$ cat src/rtl/td4_clk_gen.sv
`default_nettype none
// +----------------------------------------------------------------------------+
// | Module      : td4_clk_gen                                                  |
// | Description : TD4 CPU clock-enable generator. Issues a one-cycle CPU_EN    |
// |               pulse per debounced button press (MANUAL) or at a divided    |
// |               rate (SLOW / FAST). HALT suppresses all pulses. CLK_LED      |
// |               toggles with every pulse and MODE_O reports the active mode. |
// |               Optional macro CLK_GEN_REPEAT_EN adds button auto-repeat     |
// |               in MANUAL after REPEAT_DLY cycles of hold.                   |
// | Revision    : 1.0  initial release                                         |
// +----------------------------------------------------------------------------+
module td4_clk_gen #(
  parameter int DIV_SLOW   = 1000000,
  parameter int DIV_FAST   = 100000,
  parameter int REPEAT_DLY = 500000
) (
  input  logic       CLK,
  input  logic       RST_N,
  input  logic       STEP_I,
  input  logic [1:0] MODE_I,
  output logic       CPU_EN,
  output logic       CLK_LED,
  output logic [1:0] MODE_O
);

  localparam int CNT_W = $clog2(DIV_SLOW);
  localparam logic [CNT_W-1:0] SLOW_LAST = CNT_W'(DIV_SLOW - 1);
  localparam logic [CNT_W-1:0] FAST_LAST = CNT_W'(DIV_FAST - 1);

  // Reject divider settings that would break the two-cycle minimum pulse spacing.
  if (DIV_FAST < 2 || DIV_FAST >= DIV_SLOW || REPEAT_DLY < 1) begin : g_param_check
    $error("td4_clk_gen: illegal DIV_SLOW / DIV_FAST / REPEAT_DLY setting");
  end

  typedef enum logic [1:0] {
    MANUAL = 2'b00,
    SLOW   = 2'b01,
    FAST   = 2'b10,
    HALT   = 2'b11
  } mode_t;

  mode_t            mode_q;
  mode_t            mode_d;
  logic [CNT_W-1:0] cnt;
  logic [CNT_W-1:0] cnt_d;
  logic [CNT_W-1:0] run_last;
  logic             step_q;
  logic             tick_q;   // divider wrapped on the previous edge
  logic             tick_d;
  logic             en_d;
  logic             mode_chg;
  logic             step_rise;
  logic             rep_fire;

`ifdef CLK_GEN_REPEAT_EN
  // Hold counter runs REPEAT_DLY cycles of delay, then DIV_SLOW-cycle repeat periods.
  localparam int HOLD_W = $clog2(REPEAT_DLY + DIV_SLOW);
  localparam logic [HOLD_W-1:0] HOLD_LAST   = HOLD_W'(REPEAT_DLY + DIV_SLOW - 1);
  localparam logic [HOLD_W-1:0] HOLD_RELOAD = HOLD_W'(REPEAT_DLY);

  logic [HOLD_W-1:0] hold;
  logic [HOLD_W-1:0] hold_d;

  // Advance the hold counter only while the button stays pressed in a stable MANUAL mode.
  always_comb begin
    hold_d   = '0;
    rep_fire = 1'b0;
    if (!mode_chg && mode_q == MANUAL && STEP_I && step_q) begin
      if (hold == HOLD_LAST) begin
        rep_fire = 1'b1;
        hold_d   = HOLD_RELOAD;
      end else begin
        hold_d = hold + 1'b1;
      end
    end
  end

  // Hold counter register; release or leaving MANUAL drops it back to zero.
  always_ff @(posedge CLK or negedge RST_N) begin
    if (!RST_N) begin
      hold <= '0;
    end else begin
      hold <= hold_d;
    end
  end
`else
  assign rep_fire = 1'b0;
`endif

  // Next mode, divider and enable decisions; a mode change suppresses any pulse.
  always_comb begin
    mode_d    = mode_t'(MODE_I);
    mode_chg  = (mode_d != mode_q);
    step_rise = STEP_I & ~step_q;
    run_last  = (mode_q == FAST) ? FAST_LAST : SLOW_LAST;
    cnt_d     = '0;
    tick_d    = 1'b0;
    en_d      = 1'b0;
    if (!mode_chg) begin
      if (mode_q == SLOW || mode_q == FAST) begin
        tick_d = (cnt == run_last);
        cnt_d  = tick_d ? '0 : cnt + 1'b1;
        en_d   = tick_q;
      end else if (mode_q == MANUAL) begin
        en_d = step_rise | rep_fire;
      end
    end
  end

  // State register and registered outputs; step_q resets high so a held button is not a press.
  always_ff @(posedge CLK or negedge RST_N) begin
    if (!RST_N) begin
      mode_q  <= MANUAL;
      cnt     <= '0;
      step_q  <= 1'b1;
      tick_q  <= 1'b0;
      CPU_EN  <= 1'b0;
      CLK_LED <= 1'b0;
    end else begin
      mode_q  <= mode_d;
      cnt     <= cnt_d;
      step_q  <= STEP_I;
      tick_q  <= tick_d;
      CPU_EN  <= en_d;
      CLK_LED <= CLK_LED ^ en_d;
    end
  end

  assign MODE_O = mode_q;

endmodule
`default_nettype wire

$ cat config.mk
export PLATFORM = sky130hd
export DESIGN_NAME = td4_clk_gen
export DESIGN_NICKNAME = d
export VERILOG_FILES = /design/src/rtl/td4_clk_gen.sv
export SDC_FILE = /design/constraint.sdc
export NUM_CORES = 1
export LEC_CHECK = 0
export CAP_MARGIN = 20
export CORE_UTILIZATION = 51
export CTS_CLUSTER_DIAMETER = 40
export DETAILED_ROUTE_END_ITERATION = 16
export PLACE_DENSITY_LB_ADDON = 0.1
export SLEW_MARGIN = 20
export SYNTH_ARGS = -nofsm -noshare
export SYNTH_HDL_FRONTEND = slang
export SYNTH_SLANG_ARGS = --single-unit
$ cat constraint.sdc
create_clock -name CLK -period 1.6 [get_ports CLK]
set_input_delay 0.32 -clock CLK [delete_from_list [all_inputs] [get_ports CLK]]
set_output_delay 0.32 -clock CLK [all_outputs]
set_load 0.005 [all_outputs]
==> results.md, run 1 <==
* Register area at 654 sq um
* Placed Area at 1640 sq um
* Hold Slack at 0.354 ns
* Max IR drop VDD at 0.481 mV
* Congestion Overflow GR at 0
* Final ANT Viol Nets at 0
* Final Core Density at 75.0%
* Count of boundary I/O pins at 9
* Failing checks: setup timing
* Yosys cell types at 33
* Antenna cells at 0
* Die extent in y at 53.4 um
* CP max stage cell: dfrtp_2
* Detailed Place HPWL at 2.19 mm
* Worst-Skew Late Latency at 0.32 ns
* Area of the multi-input gates at 758 sq um
* Fin crit share at 106%
* Vias in the first global route at 1139
* CP arrival at 1.92 ns
* Tot Pwr at 1.18 mW
* Status: complete, but fails checks
* Post-Syn Instances at 136
* Pwr Density at 635 nW/um^2
* Largest net degree at the start of global routing at 27
* WS Path Type: flop to flop
* P&R area growth vs syn at 37.8%
* Clock root buffer: clkbuf_4
* Max Slew Vio Count at 0
* Sequential fraction of the synthesis area at 48.3%
* Final setup vio count at 21
* H-tree levels at 1
* Net count reported at finish at 186
* CP endpoint kind: flop
* Chip width at 53.4 um
* CTS tree: built
* Syn Nets at 144
* Commonest cells after routing, fill and taps aside: buf_4 (29), dfrtp_1 (23), nor2_1 (12), xnor2_1 (11), nand2_1 (7)
* Finished Cell Area at 1860 sq um
* Worst reg2reg setup slack at -0.1 ns
* Normalized max-slew margin at 77.7%
* First-pass GRT wire length at 4.91 mm
* Max clock buf depth at 2
* Reg2Reg Depth at 6
* Setup WS pre-CTS at -0.128 ns
* Port Buffers at 8
* Mapped Area at 1350 sq um
* Commonest non-fill, non-tap cell in the layout: buf_4
* Syn Area/Cell at 9.92 sq um
* Clock Skews at 0.00428 ns
* HP Class: primary input to asynchronous set/reset pin
* Worst slew pin tran at 0.332 ns
* Leak pwr at 0.756 nW
* TNS Setup at -1.58 ns
* Vias at 1196
* Global Route Usage Sum at 24.6%
* CORE AREA at 2480 sq um
* Total number of yosys warnings at 0
* CP Launch Type: flop
* Num CTS Buffers at 3
* Layout cells sized above 1 at 37.9%
* Rows at 18
* Antenna violations before repair at 0
* GP Congestion at 0.820
* Routed wire length at 3.38 mm
* Fill cells at 178
* Worst-path clk slew at 0.14 ns
* Final hold violations at 0
* Crit path cell chain: ha_4 > and4b_1 > o2111ai_2 > o21ai_4 > buf_6 > a21oi_2
* RSZ-0062 raised after global routing: yes
* CP required at 1.82 ns
* Worst setup startpoint: MODE_O[1]
* CTS Hold Bufs at 0
* Die area at 2850 sq um
* Min cycle time layout at 1.70 ns
* Worst r2r src: MODE_O[1]
* Final setup margin at -0.0975 ns
* MaxCap Viol Count at 0
* Layout Cells excl Fill at 207
* Via density at 5.78
* Routed len/inst at 16.3 um
* Largest stage delay on the critical path at 0.46 ns
* Placed insts at 194
* Starting Density at 54.4%
* DR pass1 iterations at 4
* Clock sinks at 26
* Worst-path maximum fanout at 6
* Fmax at 589 MHz
* FF+latch count, synth at 26
* Reg2Reg Capture Point: cnt[14]
* DRT iter0 DRCs at 18
* DRC Markers at 0
## synthesized netlist by cell type
cell type	instances	share of area, %
o31a_2	1	0.74
nor4b_1	2	1.3
or3_1	2	0.93
xnor2_1	11	7.1
a21oi_1	4	1.5
dfstp_2	1	1.9
nand4_1	6	2.8
or3_2	1	0.56
nor2b_1	2	0.93
and4b_1	2	1.5
a21oi_2	1	0.65
a22oi_1	1	0.56
or3_4	1	0.83
nand2_1	7	1.9
nor4bb_1	2	1.5
or4_4	1	0.83
xor2_1	5	3.2
dfrtp_1	25	46
and3_1	2	0.93
nor4_1	3	1.4
o21ai_0	3	1.1
clkbuf_1	4	1.1
nor2_1	19	5.3
a31o_2	2	1.3
nand3_1	6	2.2
nor3_1	6	2.2
and4_1	1	0.65
ha_1	3	2.8
o2111ai_1	1	0.65
nor3b_1	1	0.56
inv_1	8	2.2
o21ba_2	1	0.74
nand4_4	1	1.6
## where the power goes
group / total [mW] / switching (mW) / internal (mW)
clock network: 0.338 / 0.199 / 0.139
registers: 0.688 / 0.0134 / 0.675
logic: 0.153 / 0.0691 / 0.0840
total: 1.18 / 0.282 / 0.898
## per-layer routing
layer,routed length (um),vias to the layer above,track usage [%],part of all wire (%)
li1,-,560,-,-
met1,1360,591,28.4,40
met2,1710,31,43.1,51
met3,181,14,4.89,5.4
met4,118,0,11.0,3.5
met5,0,-,0,0
## worst max-delay path: cells and delay by family, from the launching register on
family / cells / cell delay [ns]
flip-flops: 1 / 0.46
adder cells (fa/ha/maj): 1 / 0.18
AND/OR/NAND/NOR: 1 / 0.29
buffers and inverters: 1 / 0.17
AO/OA/AOI/OAI: 3 / 0.48
## logic make-up (layout without fill, tap and decap cells)
kind of cell / Yosys count / count (layout) / synth area share [%]
compound gates: 14 / 14 / 7.24
simple gates: 65 / 65 / 27.9
buf+inv: 12 / 53 / 3.34
fa+ha+maj: 3 / 3 / 2.78
xor+xnor: 16 / 16 / 10.4
flops: 26 / 26 / 48.3
## worst max-delay path by stage
stage,end
after global routing,cnt[12]
after floorplan,cnt[19]
after detailed placement,cnt[14]
after CTS,cnt[3]
after global placement,cnt[9]
final,cnt[14]
## what timing repair did
action,CTS,global route
gates resized for setup,16,15
setup buffers,2,6
pin swaps,6,6
endpoints found under the setup margin,22,22
gates cloned,1,0
## sequential cells by signal, summed over array words and instances (netlist names)
name,cells
cnt,20
MODE_O,2
CLK_LED,1
CPU_EN,1
step_q,1
tick_q,1
## cell type report
| class | instances | area share (%) |
|---|---|---|
| Multi-Input combinational cell | 98 | 40.8 |
| Sequential cell | 26 | 35.2 |
| Timing Repair Buffer | 41 | 18.4 |
| Tap cell | 30 | 2.02 |
| Clock buffer | 4 | 1.95 |
| Inverter | 8 | 1.62 |
No activity file was read; power rests on OpenSTA's default activity.
==> run 2, diff against run 1 <==
ABC_CLOCK_PERIOD_IN_PS = 1600   (was default)
==> results of run 2 <==
Same layout as run 1: the final DEF is identical, and so are final timing and power.
